===== src/rtl/reduce_issue_sched.sv =====
`default_nettype none
// ============================================================================
// Module   : reduce_issue_sched
// Purpose  : Round-robin issue scheduler that shares one pipelined adder
//            among the reduction-table slots of a router node. Non-add ops
//            are evaluated at issue time and carried down the same delay
//            line, so every result retires in issue order, tagged by slot.
// Ports    : clk, rst            - clock, synchronous active-high reset
//            req_valid/a/b/op    - per-slot request, operands and op code
//            slot_clear          - per-slot squash of all in-flight work
//            req_grant           - one-hot combinational grant
//            busy                - per-slot token-in-flight flag
//            add_a/add_b/add_valid, add_s - adder core interface
//            rsp_valid/slot/data/err      - in-order tagged result
//            inflight_count      - tokens currently in the delay line
// Revision : 1.0 - initial release
// ============================================================================
module reduce_issue_sched #(
    parameter int NUM_SLOTS      = 2,
    parameter int SLOT_IDX_WIDTH = 1,
    parameter int PAYLOAD_WIDTH  = 32,
    parameter int OP_WIDTH       = 4,
    parameter int ADDER_LATENCY  = 14,
    parameter int COUNT_WIDTH    = 5
) (
    input  logic                               clk,
    input  logic                               rst,
    input  logic [NUM_SLOTS-1:0]               req_valid,
    input  logic [NUM_SLOTS*PAYLOAD_WIDTH-1:0] req_a,
    input  logic [NUM_SLOTS*PAYLOAD_WIDTH-1:0] req_b,
    input  logic [NUM_SLOTS*OP_WIDTH-1:0]      req_op,
    input  logic [NUM_SLOTS-1:0]               slot_clear,
    output logic [NUM_SLOTS-1:0]               req_grant,
    output logic [NUM_SLOTS-1:0]               busy,
    output logic [PAYLOAD_WIDTH-1:0]           add_a,
    output logic [PAYLOAD_WIDTH-1:0]           add_b,
    output logic                               add_valid,
    input  logic [PAYLOAD_WIDTH-1:0]           add_s,
    output logic                               rsp_valid,
    output logic [SLOT_IDX_WIDTH-1:0]          rsp_slot,
    output logic [PAYLOAD_WIDTH-1:0]           rsp_data,
    output logic                               rsp_err,
    output logic [COUNT_WIDTH-1:0]             inflight_count
);

    localparam logic [OP_WIDTH-1:0]       c_OP_ADD = OP_WIDTH'(4'b1111);
    localparam logic [OP_WIDTH-1:0]       c_OP_MAX = OP_WIDTH'(4'b0001);
    localparam logic [OP_WIDTH-1:0]       c_OP_MIN = OP_WIDTH'(4'b0010);
    localparam logic [OP_WIDTH-1:0]       c_OP_AND = OP_WIDTH'(4'b0011);
    localparam logic [OP_WIDTH-1:0]       c_OP_OR  = OP_WIDTH'(4'b0100);
    localparam logic [SLOT_IDX_WIDTH:0]   c_NUM_SLOTS_EXT = (SLOT_IDX_WIDTH+1)'(NUM_SLOTS);

    typedef struct packed {
        logic                      valid;
        logic [SLOT_IDX_WIDTH-1:0] slot;
        logic                      is_add;
        logic                      err;
        logic [PAYLOAD_WIDTH-1:0]  res;
    } token_t;

    // Entry 0 is the issue register (aligned with add_a/add_b); entries
    // 1..ADDER_LATENCY form the delay line, the last one being the tail.
    token_t r_pipe [0:ADDER_LATENCY];
    token_t w_pipe_nxt [0:ADDER_LATENCY];
    token_t w_new_tok;
    token_t w_tail;

    logic [NUM_SLOTS-1:0]      r_busy;
    logic [SLOT_IDX_WIDTH-1:0] r_rr_ptr;
    logic [PAYLOAD_WIDTH-1:0]  r_add_a;
    logic [PAYLOAD_WIDTH-1:0]  r_add_b;
    logic                      r_add_valid;
    logic [COUNT_WIDTH-1:0]    r_count;

    logic [NUM_SLOTS-1:0]      w_elig;
    logic [NUM_SLOTS-1:0]      w_grant;
    logic                      w_any;
    logic [SLOT_IDX_WIDTH-1:0] w_gnt_idx;
    logic [SLOT_IDX_WIDTH-1:0] w_rr_nxt;
    logic [NUM_SLOTS-1:0]      w_retire;
    logic [COUNT_WIDTH-1:0]    w_count_nxt;
    logic [PAYLOAD_WIDTH-1:0]  w_sel_a;
    logic [PAYLOAD_WIDTH-1:0]  w_sel_b;
    logic [OP_WIDTH-1:0]       w_sel_op;

    // A cleared slot is masked in the same cycle; reset masks every grant.
    assign w_elig = req_valid & ~r_busy & ~slot_clear & {NUM_SLOTS{~rst}};

    // Round-robin: first eligible slot at or after r_rr_ptr, wrapping.
    always_comb begin
        logic [SLOT_IDX_WIDTH:0] cand;
        logic [SLOT_IDX_WIDTH:0] nxt;
        cand      = '0;
        nxt       = '0;
        w_grant   = '0;
        w_any     = 1'b0;
        w_gnt_idx = '0;
        for (int i = 0; i < NUM_SLOTS; i++) begin
            cand = {1'b0, r_rr_ptr} + (SLOT_IDX_WIDTH+1)'(i);
            if (cand >= c_NUM_SLOTS_EXT) cand = cand - c_NUM_SLOTS_EXT;
            if (!w_any && w_elig[cand[SLOT_IDX_WIDTH-1:0]]) begin
                w_any     = 1'b1;
                w_gnt_idx = cand[SLOT_IDX_WIDTH-1:0];
            end
        end
        if (w_any) w_grant[w_gnt_idx] = 1'b1;
        nxt = {1'b0, w_gnt_idx} + (SLOT_IDX_WIDTH+1)'(1);
        if (nxt >= c_NUM_SLOTS_EXT) nxt = '0;
        w_rr_nxt = w_any ? nxt[SLOT_IDX_WIDTH-1:0] : r_rr_ptr;
    end

    assign w_sel_a  = req_a[int'(w_gnt_idx)*PAYLOAD_WIDTH +: PAYLOAD_WIDTH];
    assign w_sel_b  = req_b[int'(w_gnt_idx)*PAYLOAD_WIDTH +: PAYLOAD_WIDTH];
    assign w_sel_op = req_op[int'(w_gnt_idx)*OP_WIDTH +: OP_WIDTH];

    // Non-add results are resolved here so the token carries them.
    always_comb begin
        w_new_tok.valid  = w_any;
        w_new_tok.slot   = w_gnt_idx;
        w_new_tok.is_add = 1'b0;
        w_new_tok.err    = 1'b0;
        w_new_tok.res    = w_sel_a;
        case (w_sel_op)
            c_OP_ADD: begin
                w_new_tok.is_add = 1'b1;
                w_new_tok.res    = '0;
            end
            c_OP_MAX: w_new_tok.res = ($signed(w_sel_a) > $signed(w_sel_b)) ? w_sel_a : w_sel_b;
            c_OP_MIN: w_new_tok.res = ($signed(w_sel_a) < $signed(w_sel_b)) ? w_sel_a : w_sel_b;
            c_OP_AND: w_new_tok.res = w_sel_a & w_sel_b;
            c_OP_OR:  w_new_tok.res = w_sel_a | w_sel_b;
            default:  w_new_tok.err = 1'b1;
        endcase
    end

    assign w_tail = r_pipe[ADDER_LATENCY];

    // Shift with squash: any token whose slot is cleared this cycle is
    // invalidated as it moves; the count is the population of survivors.
    always_comb begin
        w_pipe_nxt[0] = w_new_tok;
        w_count_nxt   = COUNT_WIDTH'(w_new_tok.valid);
        for (int i = 1; i <= ADDER_LATENCY; i++) begin
            w_pipe_nxt[i]       = r_pipe[i-1];
            w_pipe_nxt[i].valid = r_pipe[i-1].valid & ~slot_clear[r_pipe[i-1].slot];
            w_count_nxt         = w_count_nxt + COUNT_WIDTH'(w_pipe_nxt[i].valid);
        end
    end

    always_comb begin
        w_retire = '0;
        if (w_tail.valid) w_retire[w_tail.slot] = 1'b1;
    end

    always_ff @(posedge clk) begin
        if (rst) begin
            for (int i = 0; i <= ADDER_LATENCY; i++) r_pipe[i] <= '0;
            r_busy      <= '0;
            r_rr_ptr    <= '0;
            r_add_a     <= '0;
            r_add_b     <= '0;
            r_add_valid <= 1'b0;
            r_count     <= '0;
        end else begin
            for (int i = 0; i <= ADDER_LATENCY; i++) r_pipe[i] <= w_pipe_nxt[i];
            r_busy      <= (r_busy & ~w_retire & ~slot_clear) | w_grant;
            r_rr_ptr    <= w_rr_nxt;
            r_add_valid <= w_any;
            r_count     <= w_count_nxt;
            if (w_any) begin
                r_add_a <= w_sel_a;
                r_add_b <= w_sel_b;
            end
        end
    end

    assign req_grant      = w_grant;
    assign busy           = r_busy;
    assign add_a          = r_add_a;
    assign add_b          = r_add_b;
    assign add_valid      = r_add_valid;
    assign inflight_count = r_count;
    // A clear arriving with the tail token for the same slot drops it.
    assign rsp_valid      = w_tail.valid & ~slot_clear[w_tail.slot];
    assign rsp_slot       = w_tail.slot;
    assign rsp_data       = w_tail.is_add ? add_s : w_tail.res;
    assign rsp_err        = w_tail.err;

endmodule
`default_nettype wire


===== config.mk =====
export PLATFORM = sky130hd
export DESIGN_NAME = reduce_issue_sched
export DESIGN_NICKNAME = d
export VERILOG_FILES = /design/src/rtl/reduce_issue_sched.sv
export SDC_FILE = /design/constraint.sdc
export NUM_CORES = 1
export LEC_CHECK = 0
export ABC_AREA = 1
export BUFFER_PORTS_ARGS = -buffer_cell sky130_fd_sc_hd__buf_2
export CAP_MARGIN = 15
export CORE_ASPECT_RATIO = 0.9
export CORE_MARGIN = 5
export CORE_UTILIZATION = 30
export DETAILED_ROUTE_END_ITERATION = 16
export PLACE_DENSITY_LB_ADDON = 0.1
export SYNTH_ARGS = -nofsm -noshare
export SYNTH_HDL_FRONTEND = slang
export SYNTH_SLANG_ARGS = --single-unit

===== constraint.sdc =====
create_clock -name clk -period 4.6 [get_ports clk]
set_input_delay 0.92 -clock clk [delete_from_list [all_inputs] [get_ports clk]]
set_output_delay 0.92 -clock clk [all_outputs]
set_load 0.1 [all_outputs]

==> flow_summary.json <==
{
  "cts_max_path_buffers": 3,
  "io_pins": 283,
  "vdd_drop_max_mv": 0.269,
  "globalplace.congestion": 0.846,
  "die_width_um": 304,
  "clkTransAtPathRegs_ns": 0.06,
  "grt_pass1_wl_mm": 91.6,
  "fmax_ghz": 0.236,
  "hold_viol": 0,
  "grt_antenna_before_repair": 0,
  "cpMaxStageDelayCell": "nor4_2",
  "track_usage_pct": 13.3,
  "wl_met3_mm": 2.62,
  "slew_violations": 0,
  "nets": 3580,
  "status": "finished, final reports clean",
  "antenna_left": 0,
  "path_delay_family": "simple AND/OR/NAND/NOR gates",
  "numPortBuffers": 281,
  "fill_cells": 8302,
  "relSlewSlack_pct": 30.8,
  "die_area_mm2": 0.0834,
  "wl_met2_mm": 25.3,
  "finalCritPeriodShare_pct": 92.2,
  "drt_wl_total_mm": 55.6,
  "cts_hold_buf": 0,
  "hpwl_mm": 37.5,
  "mostFrequentLayoutCells": "inv_1 (740), nor2_1 (671), dfxtp_1 (611)",
  "critPathRequiredTime_ns": 5.10,
  "async_flop_share_pct": 0,
  "cts_root_buf": "clkbuf_16",
  "p_seq_share_pct": 43.0,
  "p_sw_uw": 3450,
  "syn_avg_cell_area_um2": 7.79,
  "critPathCaptureType": "flip-flop",
  "synthesis.area_mm2": 0.0233,
  "synth_flop_cell": "dfxtp_1",
  "layout-drive-gt1-share_pct": 16.1,
  "worstPathCellList": "buf_2 > inv_2 > buf_4 > nand2_1 > nor2_2 > nand2_1 > nand2_4 > buf_12 > nand2_1 > o21ai_1 > ha_1 > nor4_2 > buf_4 > and3_1 > nand2_1 > nand2_1 > nand2_2 > nand2_1 > buf_4 > nand2_1 > nand3_1 > nand2_1 > nor2_1 > nor2_1",
  "cp_common_cell": "nand2_1",
  "synth_edf_count": 0,
  "synth.area.top_cells": "dfxtp_1 (52%), inv_1 (12%), nor2_1 (11%)",
  "ys_ff_latch": 611,
  "p_total_uw": 12800,
  "grt_pass1_vias": 17800,
  "syn_nets": 3277,
  "htree_levels": 3,
  "wl_per_cell_um": 12.7,
  "worst-path-buf-inv": 6,
  "slowest_delay_ns": 0.44,
  "worstHoldPathType": "flip-flop to flip-flop",
  "grt_max_degree": 204,
  "synth-seq-area-share_pct": 52.4,
  "rows": 97,
  "arrival_ns": 4.74,
  "clk_latency_ns": 0.61,
  "yosys.area.top_type": "dfxtp_1",
  "first_iter_violations": 810,
  "drtPass1Iterations": 5,
  "combPwrFrac_pct": 12.5,
  "post_cts_resized": 0,
  "via_count": 17800,
  "dieHeight_um": 275,
  "rsz0062_at_grt": "false",
  "cts_tree": "yes",
  "grt-ovfl-total": 0,
  "leakage_uw": 0.0134,
  "vias_per_cell": 4.06,
  "area_growth_pct": 22.7,
  "cts_buffers": 70,
  "fin_worst_skew_ns": 0.0287,
  "wl_met1_mm": 25.7,
  "period_needed_ns": 4.24,
  "initial_utilization_pct": 30.1,
  "p_per_area_mw_per_mm2": 446,
  "internal_power_uw": 9300,
  "layout_commonest_cell": "inv_1",
  "cts.sinks": 611,
  "worstSetupStartpointType": "input port",
  "coreArea_mm2": 0.0774,
  "path_class": "input port to flip-flop",
  "drc": 0,
  "ys_warn_count": 0,
  "synth_top_area_share_pct": 52.4,
  "highest_layer": "met4",
  "postCtsSetupRepairBufs": 0,
  "synthCells": 2995,
  "swShare_pct": 27.1,
  "path_max_fanout": 68,
  "clkPwrFrac_pct": 44.5,
  "final_cell_area_mm2": 0.0286,
  "yosysUniqueCellTypes": 43,
  "worst_pin_slew_ns": 1.04,
  "dpl_cell_area_mm2": 0.0262,
  "setup_viol": 0,
  "maxCapViolCount": 0
}
## power groups by stage
stage | combinational, uW | clock [uW] | sequential, uW
6_report | 1590 | 5680 | 5490
5_1_grt | 1760 | 6140 | 5500
2_1_floorplan | 744 | 0 | 5930
4_1_cts | 1610 | 5930 | 5490
3_5_place_dp | 1600 | 0 | 5610
3_3_place_gp | 1590 | 0 | 5610
## flip-flops by register name (all words and copies together), names as in the netlist
name / cells
r_pipe: 540
busy: 2
add_b: 32
add_a: 32
r_rr_ptr: 1
inflight_count: 4
## cells in the mapped netlist, types with 2 or more instances
cell type / count
nor3_1: 6
buf_4: 5
nor2_1: 671
a21oi_1: 15
buf_1: 12
nand2_2: 2
o21ai_1: 61
nand3_1: 84
inv_2: 6
clkbuf_1: 91
fa_1: 10
ha_1: 98
nand2_1: 323
o211ai_1: 74
nor2_4: 2
a21oi_2: 2
o21ai_4: 3
o21ai_0: 71
nand4_1: 13
buf_2: 28
and3_1: 2
dfxtp_1: 611
mux2_2: 32
nor4_1: 7
o21bai_1: 5
nor3_4: 2
inv_1: 741
buf_6: 3
## path summary, 6_finish.rpt
check / from / to / slack (ns) / depth (start not counted)
worst max-delay path: slot_clear[0] / r_pipe[0][16] / 0.36 / 24
worst min-delay path: r_pipe[0][79] / r_pipe[0][115] / 0.38 / 2
worst max register to register: r_pipe[1][178] / inflight_count[2] / 0.60 / 13
worst min register to register: r_pipe[0][79] / r_pipe[0][115] / 0.38 / 2
## layer usage
metal	vias to the layer above	global-route usage [%]
met5	-	0
li1	9331	-
met2	358	22.4
met1	8015	16.7
met3	119	3.15
met4	0	5.27
## per-stage QoR
stage	worst slack [ns]	TNS, ns	hold WS, ns	utilization (%)	instances
2_1_floorplan	0.00362	0	0.388	-	2995
3_3_place_gp	-0.305	-9.06	0.391	33.8	4265
3_5_place_dp	-0.361	-10.79	0.392	33.8	4265
4_1_cts	0.265	0	0.377	36.9	4391
5_1_grt	0.0670	0	0.398	36.9	4391
6_report	0.359	0	0.379	36.9	4393
## worst register-to-register path, stage by stage (launching register included)
cell     delay [ns]
dfxtp_1        0.34
nand2_1        0.08
inv_1          0.05
nor3_1         0.28
fa_1           0.50
fa_1           0.54
inv_1          0.05
fa_1           0.47
fa_1           0.50
inv_1          0.05
fa_1           0.40
fa_1           0.39
xnor2_1        0.17
nor2_1         0.05
## cell families after synthesis
kind of cell / share of synthesized area (%)
AND/OR/NAND/NOR: 19.1
buffers and inverters: 14.6
flip-flops: 52.4
AO/OA/AOI/OAI: 6.10
adder cells (fa/ha/maj): 6.12
multiplexers: 1.55
other: 0.0161
XOR/XNOR: 0.0376
## cell type report
cell class,instances,area [um^2],area share [%]
timing repair buffer,370,2150,7.50
tap,1039,1300,4.54
inverter,748,2810,9.82
clock buffer,102,2020,7.07
clock inverter,24,378,1.32
antenna,2,5.00,0.0175
sequential,611,12200,42.8
multi-input combinational,1497,7710,27.0
No activity file was read; power rests on OpenSTA's default activity.
